--- src/rtl/csr_user_pkg.sv ---
// Shared definitions for the user-mode CSR sequencer: CSR addresses, op
// encoding, sequencer states and the implemented-address check.
package csr_user_pkg;

  localparam logic [11:0] CSR_USTATUS  = 12'h000;
  localparam logic [11:0] CSR_UIE      = 12'h004;
  localparam logic [11:0] CSR_UTVEC    = 12'h005;
  localparam logic [11:0] CSR_USCRATCH = 12'h040;
  localparam logic [11:0] CSR_UEPC     = 12'h041;
  localparam logic [11:0] CSR_UCAUSE   = 12'h042;
  localparam logic [11:0] CSR_UTVAL    = 12'h043;
  localparam logic [11:0] CSR_UIP      = 12'h044;

  typedef enum logic [1:0] {
    OP_RW   = 2'b00,
    OP_RS   = 2'b01,
    OP_RC   = 2'b10,
    OP_RSVD = 2'b11
  } csr_op_e;

  typedef enum logic [2:0] {
    IDLE,
    EXEC,
    I_DONE,
    T_EPC,
    T_CAUSE,
    T_TVAL,
    T_VEC,
    T_DONE
  } csr_state_e;

  function automatic logic csr_implemented(input logic [11:0] addr);
    case (addr)
      CSR_USTATUS, CSR_UIE, CSR_UTVEC, CSR_USCRATCH,
      CSR_UEPC, CSR_UCAUSE, CSR_UTVAL, CSR_UIP: return 1'b1;
      default:                                  return 1'b0;
    endcase
  endfunction

endpackage

--- src/rtl/csr_user_rmw.sv ---
// Combinational read-modify-write datapath: new CSR value, write enable and
// illegal-access flag for one CSRRW/CSRRS/CSRRC instruction.
module csr_user_rmw
  import csr_user_pkg::*;
#(
  parameter int XLEN   = 64,
  parameter int ADDR_W = 12
) (
  input  logic [1:0]        op,
  input  logic [XLEN-1:0]   old_val,
  input  logic [XLEN-1:0]   wsrc,
  input  logic              no_wr,
  input  logic [ADDR_W-1:0] addr,
  output logic [XLEN-1:0]   new_val,
  output logic              wr_en,
  output logic              illegal
);

  csr_op_e op_e;

  always_comb begin
    op_e    = csr_op_e'(op);
    illegal = !csr_implemented(12'(addr)) || (op_e == OP_RSVD);
    new_val = wsrc;
    case (op_e)
      OP_RW:   new_val = wsrc;
      OP_RS:   new_val = old_val | wsrc;
      OP_RC:   new_val = old_val & ~wsrc;
      default: new_val = wsrc;
    endcase
    // x0/zimm=0 only suppresses set/clear; RW always writes.
    wr_en = !illegal && ((op_e == OP_RW) || !no_wr);
  end

endmodule

--- src/rtl/csr_user_ctrl.sv ---
// Sequencer sharing the user CSR file port between execute-stage RMW and
// trap entry. Define CSR_VECTORED_EN to enable vectored utvec targets.
module csr_user_ctrl
  import csr_user_pkg::*;
#(
  parameter int XLEN   = 64,
  parameter int ADDR_W = 12
) (
  input  logic              clk,
  input  logic              rst,
  input  logic              csr_req,
  input  logic [1:0]        csr_op,
  input  logic [ADDR_W-1:0] csr_addr,
  input  logic [XLEN-1:0]   csr_wsrc,
  input  logic              csr_no_wr,
  output logic              csr_done,
  output logic [XLEN-1:0]   csr_rdata,
  output logic              csr_illegal,
  input  logic              trap_req,
  input  logic [XLEN-1:0]   trap_pc,
  input  logic [XLEN-1:0]   trap_cause,
  input  logic [XLEN-1:0]   trap_tval,
  output logic              trap_done,
  output logic [XLEN-1:0]   trap_target,
  output logic              busy,
  output logic              we_csr,
  output logic [ADDR_W-1:0] r_csr_addr,
  output logic [XLEN-1:0]   w_csr_data,
  input  logic [XLEN-1:0]   csr_data
);

  csr_state_e        state_q, state_d;
  logic [1:0]        op_q, op_d;
  logic [ADDR_W-1:0] addr_q, addr_d;
  logic [XLEN-1:0]   wsrc_q, wsrc_d;
  logic              no_wr_q, no_wr_d;
  logic [XLEN-1:0]   pc_q, pc_d;
  logic [XLEN-1:0]   cause_q, cause_d;
  logic [XLEN-1:0]   tval_q, tval_d;
  logic [XLEN-1:0]   rdata_q, rdata_d;
  logic              illegal_q, illegal_d;
  logic [XLEN-1:0]   target_q, target_d;

  logic [XLEN-1:0]   rmw_new;
  logic              rmw_we;
  logic              rmw_illegal;
  logic [XLEN-1:0]   vec_base;
  logic [XLEN-1:0]   vec_target;

  csr_user_rmw #(
    .XLEN   (XLEN),
    .ADDR_W (ADDR_W)
  ) u_rmw (
    .op      (op_q),
    .old_val (csr_data),
    .wsrc    (wsrc_q),
    .no_wr   (no_wr_q),
    .addr    (addr_q),
    .new_val (rmw_new),
    .wr_en   (rmw_we),
    .illegal (rmw_illegal)
  );

  always_comb begin
    vec_base   = {csr_data[XLEN-1:2], 2'b00};
    vec_target = vec_base;
`ifdef CSR_VECTORED_EN
    if ((csr_data[1:0] == 2'b01) && cause_q[XLEN-1]) begin
      vec_target = vec_base + XLEN'({cause_q[5:0], 2'b00});
    end
`else
    vec_target = vec_base;
`endif
  end

  always_ff @(posedge clk) begin
    if (rst) begin
      state_q   <= IDLE;
      op_q      <= '0;
      addr_q    <= '0;
      wsrc_q    <= '0;
      no_wr_q   <= 1'b0;
      pc_q      <= '0;
      cause_q   <= '0;
      tval_q    <= '0;
      rdata_q   <= '0;
      illegal_q <= 1'b0;
      target_q  <= '0;
    end else begin
      state_q   <= state_d;
      op_q      <= op_d;
      addr_q    <= addr_d;
      wsrc_q    <= wsrc_d;
      no_wr_q   <= no_wr_d;
      pc_q      <= pc_d;
      cause_q   <= cause_d;
      tval_q    <= tval_d;
      rdata_q   <= rdata_d;
      illegal_q <= illegal_d;
      target_q  <= target_d;
    end
  end

  always_comb begin
    state_d   = state_q;
    op_d      = op_q;
    addr_d    = addr_q;
    wsrc_d    = wsrc_q;
    no_wr_d   = no_wr_q;
    pc_d      = pc_q;
    cause_d   = cause_q;
    tval_d    = tval_q;
    rdata_d   = rdata_q;
    illegal_d = illegal_q;
    target_d  = target_q;
    case (state_q)
      IDLE: begin
        if (trap_req) begin
          pc_d    = trap_pc;
          cause_d = trap_cause;
          tval_d  = trap_tval;
          state_d = T_EPC;
        end else if (csr_req) begin
          op_d    = csr_op;
          addr_d  = csr_addr;
          wsrc_d  = csr_wsrc;
          no_wr_d = csr_no_wr;
          state_d = EXEC;
        end
      end
      EXEC: begin
        rdata_d   = rmw_illegal ? '0 : csr_data;
        illegal_d = rmw_illegal;
        state_d   = I_DONE;
      end
      I_DONE:  state_d = IDLE;
      T_EPC:   state_d = T_CAUSE;
      T_CAUSE: state_d = T_TVAL;
      T_TVAL:  state_d = T_VEC;
      T_VEC: begin
        target_d = vec_target;
        state_d  = T_DONE;
      end
      T_DONE:  state_d = IDLE;
      default: state_d = IDLE;
    endcase
  end

  // rst squashes the current cycle's write and done so an aborted sequence
  // leaves only writes committed before the reset cycle.
  always_comb begin
    busy        = (state_q != IDLE);
    we_csr      = 1'b0;
    r_csr_addr  = '0;
    w_csr_data  = '0;
    csr_done    = 1'b0;
    csr_rdata   = '0;
    csr_illegal = 1'b0;
    trap_done   = 1'b0;
    trap_target = '0;
    case (state_q)
      EXEC: begin
        r_csr_addr = addr_q;
        w_csr_data = rmw_new;
        we_csr     = rmw_we && !rst;
      end
      I_DONE: begin
        csr_done    = !rst;
        csr_rdata   = rdata_q;
        csr_illegal = illegal_q;
      end
      T_EPC: begin
        r_csr_addr = ADDR_W'(CSR_UEPC);
        w_csr_data = pc_q;
        we_csr     = !rst;
      end
      T_CAUSE: begin
        r_csr_addr = ADDR_W'(CSR_UCAUSE);
        w_csr_data = cause_q;
        we_csr     = !rst;
      end
      T_TVAL: begin
        r_csr_addr = ADDR_W'(CSR_UTVAL);
        w_csr_data = tval_q;
        we_csr     = !rst;
      end
      T_VEC: r_csr_addr = ADDR_W'(CSR_UTVEC);
      T_DONE: begin
        trap_done   = !rst;
        trap_target = target_q;
      end
      default: ;
    endcase
  end

endmodule

--- config.mk ---
export PLATFORM = sky130hd
export DESIGN_NAME = csr_user_ctrl
export DESIGN_NICKNAME = d
export VERILOG_FILES = /design/src/rtl/csr_user_pkg.sv /design/src/rtl/csr_user_rmw.sv /design/src/rtl/csr_user_ctrl.sv
export SDC_FILE = /design/constraint.sdc
export NUM_CORES = 1
export LEC_CHECK = 0
export CORE_AREA = 2 2 211 213
export DETAILED_ROUTE_END_ITERATION = 10
export DIE_AREA = 0 0 213 215
export DONT_BUFFER_PORTS = 1
export GPL_ROUTABILITY_DRIVEN = 0
export GPL_TIMING_DRIVEN = 0
export PLACE_DENSITY_LB_ADDON = 0.1
export SLEW_MARGIN = 20
export SYNTH_ARGS = -nofsm -noshare
export SYNTH_HDL_FRONTEND = slang
export SYNTH_SLANG_ARGS = --single-unit
--- constraint.sdc ---
create_clock -name clk -period 4.8 [get_ports clk]
set_input_delay 0.72 -clock clk [delete_from_list [all_inputs] [get_ports clk]]
set_output_delay 0.72 -clock clk [all_outputs]
set_load 0.02 [all_outputs]
Word-level counts from Yosys, hierarchy flattened
Cells that the tools add are included.
{ "word_totals": {"ff_bits": 401, "elab_cells": 64} }
{ "op_classes": {"reduce_logical": 17, "eq_ne": 18, "mux": 14, "bitwise_logic": 4} }
{ "op_table": {"columns": ["operator", "count"], "rows": [
  ["64-bit case mux with 4 select lines", 1],
  ["64-bit two-way mux", 3],
  ["64-bit case mux with 2 select lines", 1],
  ["64-bit AND", 1],
  ["64-bit NOT", 1],
  ["64-bit bitwise OR", 1],
  ["12-bit by 7-bit equality test with 1-bit output (second input constant)", 5],
  ["12-bit case mux with 5 select lines", 1],
  ["12-bit by 3-bit equality test with 1-bit output (second input constant)", 2],
  ["3-bit case mux with 7 select lines", 1],
  ["3-bit equality test (second input constant)", 4],
  ["12-bit logical NOT", 1],
  ["8-bit OR reduction", 1],
  ["3-bit by 2-bit equality test with 1-bit output (second input constant)", 2],
  ["3-bit two-way mux", 2],
  ["2-bit equality test (second input constant)", 2],
  ["1-bit logical NOT", 4],
  ["1-bit two-way mux", 4],
  ["3-bit by 1-bit equality test with 1-bit output (second input constant)", 1],
  ["3-bit logical NOT", 1],
  ["3-bit inequality test (second input constant)", 1],
  ["3-bit AND reduction", 1],
  ["3-bit nonzero test", 1],
  ["3-bit OR reduction", 1],
  ["8 further kinds", 10]
]} }

Longest topological paths before layout
Gate-level depths: netlist (run 1).
{ "depth": {"ltp_word": 9, "mapped_depth": 7, "depth_no_buf": 5} }

Hierarchy
Synthesis (run 1) repeated with hierarchy kept, for this count alone.
{ "unflattened": {"hier_cells": 2377, "area_unflattened_um2": 18923.1} }
{ "modules_own_cells": {"columns": ["mod", "area_per_inst_um2", "cells_per_inst", "instances"], "rows": [
  ["csr_user_ctrl", 17644.4, 2146, 1],
  ["csr_user_rmw", 1278.7, 231, 1]
]} }

Least setup slack after synthesis (run 1)
Ideal clock, no wire load.
{ "synth_timing": {"kind": "register to output", "from": "reg op_q[0]", "to": "out w_csr_data[10]", "path_stages_with_launch": 8, "required_ps": 4080, "path_slack_ps": 2289, "path_buffers": 2, "t_arrival_ps": 1791, "path_cell_list": "dfxtp_1 inv_1 ha_1 clkbuf_1 clkbuf_1 a21oi_1 a211o_1 o211ai_1"} }
{ "synth_between": {"elab_chain_len": 3, "word_cells_on_any_way": 4} }
{ "synth_lines": {"columns": ["item", "line", "text"], "rows": [
  ["from (decl)", "csr_user_ctrl.sv:33", "logic [1:0] op_q, op_d;"],
  ["from (signal assigned)", "csr_user_ctrl.sv:91", "op_q <= op_d;"],
  ["2-bit equality test / 2-bit by 1-bit equality test with 1-bit output (equally long branches)", "csr_user_rmw.sv:25", "case (op_e)"],
  ["64-bit case mux with 2 select lines (*)", "csr_user_rmw.sv:25", null],
  ["64-bit case mux with 4 select lines (*)", "csr_user_ctrl.sv:161", "case (state_q)"],
  ["to (decl)", "csr_user_ctrl.sv:28", "output logic [XLEN-1:0] w_csr_data,"]
]} }
Every way passes the cells marked *; elsewhere a longest branch is shown, timed or not.

Final worst setup path (run 1)
{ "layout_timing": {"from": "reg op_q[1]", "to": "out w_csr_data[58]"} }
Same word-level chain as after synthesis.

==> impl_metrics.yaml, run 1 <==
status:
  status: "complete, no violations"
grt:
  grt_use_total: 0.339
  grt_pass1_wl_um: 114000
  overflow: 0
  antenna_found_initial: 12
  grt_pass1_vias: 16720
  grt_max_degree: 15
power_and_ir_drop:
  p_int_mw: 6.25
  pwr-share-clk: 0.441
  powerDensity_mw_per_mm2: 417
  seqPwrFrac: 0.416
  net-switching-power_mw: 2.47
  swShare: 0.283
  p_leak_nw: 6.99
  vdd_drop_max_v: 0.000233
  comb_power_share: 0.143
placement:
  port_buffers: 0
  place_inst: 2946
  placedInstanceArea_mm2: 0.0192
  dp_hpwl_um: 63500
floorplan:
  die_width_um: 213
  dieArea_mm2: 0.0458
  pin_count: 548
  rows: 77
  coreArea_mm2: 0.0436
  die_h_um: 215
  start_util: 0.423
routing:
  vias: 17756
  drt_iter0_markers: 1409
  via_per_inst: 5.85
  drc: 0
  wl_per_cell_um: 26.4
  ant_nets: 0
  wl_um: 80000
  dr.pass1.iters: 5
sta:
  slew_violations: 0
  setup-violations-final: 0
  finalHoldViolations: 0
  worst_slew_pin_slew_ns: 1.18
  skew_ns: 0.0171
  period_share: 0.840
  grt_setup_unrepaired: "false"
  hold_slack_ns: 0.277
  fin_crit_ns: 4.03
  max_freq_ghz: 0.248
  slew_headroom: 0.215
  setup-tns-final_ns: 0
yosys:
  yosysTopAreaCellShare: 0.435
  synth_cell_types: 39
  syn_area_mm2: 0.0185
  synth_area_leader_cell: "dfxtp_1"
  ys_ff_latch: 401
  syn_area_per_cell_um2: 7.85
  synthArstFlopShare: 0
  ys_warn_count: 0
  ys_top_cells_by_area: "dfxtp_1 43%, nand2_1 12%, a21oi_1 11%"
  synth_ff_type: "dfxtp_1"
  synthCells: 2353
  yosysSeqAreaShare: 0.435
  synth_edf_count: 0
critical_path:
  worstPathRequired_ns: 4.08
  ff2ff_setup_slack_ns: 2.21
  cp-start-kind: "flip-flop"
  cp_max_fo: 10
  r2r-start: "state_q[2]"
  rr_endpoint: "wsrc_q[18]"
  crit_arrival_ns: 3.31
  rr_worst_depth: 5
  end_kind: "output port"
  worst-setup-path-type: "reg -> out"
min_path:
  hold_depth: 2
  min_path_type: "in -> reg"
  min-delay-start: "csr_data[61]"
  worstHoldEndpoint: "target_q[61]"
layout:
  final_cell_mix: "575 x nand2_1, 402 x a21oi_1, 401 x dfxtp_1"
  final_cells: 3037
  fin_util: 0.479
  layout_commonest_cell: "nand2_1"
  fin_area_mm2: 0.0209
  layout.nets: 2743
  drive_above_1_share: 0.0674
  area_delta_synth_final_pct: 13.1
run:
  cap_violations: 0
clock_network:
  postCtsSetupBuffers: 0
  cts_tree: "yes"
  h-tree-depth: 2
  cts_sinks: 401
  hold_buffers: 0
  clockBufferDepth: 3
  ctsResizeCount: 0
  clockRootBuffer: "clkbuf_16"
  path_clk_slew_ns: 0.06
  cts_made_buffers: 44
  clk_latency_ns: 0.58
==> cell usage after synthesis (all sizes together) (3+ instances only) <==
master	number
a211o	63
a21oi	402
and2	70
and3	67
buf	83
clkbuf	163
dfxtp	401
ha	4
inv	4
mux2i	65
nand2	575
nand2b	67
nand3	81
nor2	6
nor2b	5
nor3	3
o211ai	63
o21ai	82
o2bb2ai	64
o311ai	64
==> power by group through the flow <==
| stage | clock network [mW] | logic [mW] | registers (mW) |
|---|---|---|---|
| floorplan | 0 | 0.839 | 3.66 |
| global placement | 0 | 1.21 | 3.69 |
| detailed placement | 0 | 1.23 | 3.70 |
| CTS | 3.88 | 1.23 | 3.62 |
| global route | 4.01 | 1.35 | 3.65 |
| finish | 3.84 | 1.25 | 3.63 |
==> worst max path at each step <==
stage / slack (ns) / depth (start not counted) / endpoint / startpoint
after floorplan: 2.29 / 7 / w_csr_data[10] / op_q[0]
after global placement: 1.40 / 3 / csr_done / rst
after detailed placement: 1.40 / 3 / csr_done / rst
after CTS: 0.81 / 7 / w_csr_data[58] / op_q[1]
after global routing: 0.72 / 7 / w_csr_data[58] / op_q[1]
final: 0.77 / 7 / w_csr_data[58] / op_q[1]
==> flip-flops by register name, summed over array words and instances, names as in the netlist <==
signal and count:
addr_q 12, cause_q 64, illegal_q 1, no_wr_q 1, op_q 2, pc_q 64, rdata_q 64, state_q 3
target_q 62, tval_q 64, wsrc_q 64
==> metal layers <==
metal,GRT usage,part of all wire,vias up
met3,0.0900,0.093,125
met2,0.557,0.47,741
met4,0.120,0.029,2
met5,0,0.00016,-
li1,-,-,8342
met1,0.426,0.41,8546
==> stage by stage <==
stage	setup WS [ns]	total power, mW
6_report	0.766	8.72
2_1_floorplan	2.29	4.50
3_5_place_dp	1.40	4.92
3_3_place_gp	1.40	4.90
5_1_grt	0.717	9.01
4_1_cts	0.810	8.74
==> logic make-up (layout without fill, tap and decap cells) <==
| logic type | after synthesis | count (layout) | share of synthesized area |
|---|---|---|---|
| other | 1 | 15 | 0.000203 |
| DFF | 401 | 401 | 0.435 |
| and+or+nand+nor | 889 | 889 | 0.219 |
| muxes | 65 | 65 | 0.0352 |
| buffers and inverters | 250 | 328 | 0.0590 |
| adders and majority gates | 4 | 4 | 0.00271 |
| AOI/OAI and AO/OA | 743 | 743 | 0.249 |
==> cell type report <==
cell class                      instances  area, µm²
Inverter                                4       15.0
Fill cell                            4507      22700
Clock buffer                           60       1310
Sequential cell                       401       8030
Tap cell                              592        741
Buffer                                246       1070
Clock inverter                         18        323
Multi-Input combinational cell       1703       9370
Antenna cell                           13       32.5
==> critical path, cell delays in order (launching register included) <==
cell,delay (ns)
dfxtp_1,0.39
inv_1,0.09
ha_1,0.29
clkbuf_1,0.50
clkbuf_1,0.57
a21oi_1,0.16
a211o_1,0.34
o211ai_1,0.40
Note: power is estimated with default switching activity, not from simulation.
==> inputs of run 2 (changes only) <==
- CORE_AREA: 2 2 211 213 -> 2 2 210 212
- DIE_AREA: 0 0 213 215 -> 0 0 212 214
- clock period: 4.8 -> 3.3 ns (I/O delays scaled with it)
==> impl_metrics.yaml, run 2 (same netlist as run 1, synthesis figures left out) <==
status:
  status: "complete, no violations"
grt:
  grt_pass1_wl_um: 115000
  grt_use_total: 0.343
  antenna_found_initial: 12
  grt_pass1_vias: 16863
  grt_max_degree: 13
  overflow: 0
critical_path:
  cp_max_fo: 10
  end_kind: "output port"
  worstPathRequired_ns: 2.80
  crit_arrival_ns: 2.73
  cp-start-kind: "flip-flop"
  worst-setup-path-type: "reg -> out"
layout:
  nFillCells: 4381
  fin_util: 0.484
  final_cell_mix: "575 x nand2_1, 402 x a21oi_1, 401 x dfxtp_1"
  layout_commonest_cell: "nand2_1"
  drive_above_1_share: 0.0782
  multi_input_area_mm2: 0.00938
  final-seq-area_mm2: 0.00803
  layout.nets: 2741
  area_delta_synth_final_pct: 12.3
sta:
  slew_headroom: 0.286
  setup_ws_ns: 0.0770
  finalHoldViolations: 0
  fin_crit_ns: 3.22
  period_share: 0.977
  setup-violations-final: 0
  max_freq_ghz: 0.310
  skew_ns: 0.0133
  slew_violations: 0
  hold_slack_ns: 0.0426
  worst_slew_pin_slew_ns: 1.07
  grt_setup_unrepaired: "true"
clock_network:
  clockRootBuffer: "clkbuf_16"
  path_clk_slew_ns: 0.06
  cts_made_buffers: 44
  cts_sinks: 401
  h-tree-depth: 2
  clockBufferDepth: 3
  clk_latency_ns: 0.58
  cts_tree: "yes"
placement:
  port_buffers: 0
  pre_cts_ws_ns: 0.141
  dp_hpwl_um: 63500
power_and_ir_drop:
  powerDensity_mw_per_mm2: 585
  vdd_drop_max_v: 0.000418
  p_leak_nw: 7.01
floorplan:
  pin_count: 548
  rows: 76
  die_width_um: 212
  coreArea_mm2: 0.0429
  start_util: 0.431
  die_h_um: 214
  dieArea_mm2: 0.0454
run:
  cap_violations: 0
routing:
  dr.pass1.iters: 5
  wl_per_cell_um: 26.4
  vias: 17942
  drc: 0
  drt_iter0_markers: 1597
  wl_um: 79800
  via_per_inst: 5.93
  ant_nets: 0
min_path:
  min_path_type: "in -> reg"
==> run 2: changes by cell type in the layout (fill, tap and decap cells not counted), sizes merged <==
cell / previous run / this run
diode: 13 / 10
clkinv: 6 / 8
clkinvlp: 3 / 0
bufinv: 9 / 3
buf: 83 / 89
clkbuf: 223 / 221
inv: 4 / 6
==> run 2: routing by layer <==
metal	part of all wire	global-route usage	wire (µm)	vias up
met3	0.094	0.0839	7500	135
met2	0.47	0.566	37400	839
met4	0.031	0.116	2460	2
li1	-	-	-	8345
met1	0.41	0.436	32400	8621
met5	0.00020	0	16	-
==> run 2: report_power, final <==
| part | internal [mW] | switching, mW | total, mW | leakage, nW |
|---|---|---|---|---|
| Sequential | 5.12 | 0.153 | 5.28 | 3.27 |
| Clock | 2.96 | 2.07 | 5.04 | 0.722 |
| Combinational | 0.504 | 1.31 | 1.82 | 3.03 |
==> run 2: final timing paths <==
check / cells past startpoint / slack, ns / to / start
min: 2 / 0.04 / pc_q[13] / trap_pc[13]
max: 5 / 0.08 / w_csr_data[22] / state_q[0]
min reg2reg: 2 / 0.45 / target_q[31] / target_q[31]
max reg2reg: 5 / 0.73 / wsrc_q[18] / state_q[2]
==> run 2: per-stage QoR <==
step / instances / TNS (ns) / instance area (µm²) / power (mW)
after floorplan: 2354 / 0 / 18500 / 6.55
after global placement: 2939 / 0 / 19200 / 7.12
after detailed placement: 2939 / 0 / 19200 / 7.16
after CTS: 3017 / -0.0333 / 20700 / 12.1
after global routing: 3025 / -0.00150 / 20700 / 12.6
final: 3026 / 0 / 20800 / 12.1
==> run 2: area by class of cell <==
type / instances / share of cell area
buffer: 244 / 0.0537
clock inverter: 13 / 0.00711
sequential: 401 / 0.387
clock buffer: 66 / 0.0629
inverter: 4 / 0.000724
antenna: 10 / 0.00121
tap: 585 / 0.0353
multi-input combinational: 1703 / 0.452
==> run 2: repair_timing <==
| item | 4_1_cts | 5_1_grt |
|---|---|---|
| setup endpoints to repair | 63 | 28 |
| buffers inserted | 0 | 0 |
| hold buffers | 0 | 0 |
| pin swaps | 1 | 4 |
| resized for setup | 33 | 14 |
==> run 2: worst max-delay path: stages (launching register included) <==
cell and delay (ns):
dfxtp_1 0.36, buf_4 0.19, buf_2 0.25, buf_2 0.45, mux2i_1 0.25, o211ai_1 0.63
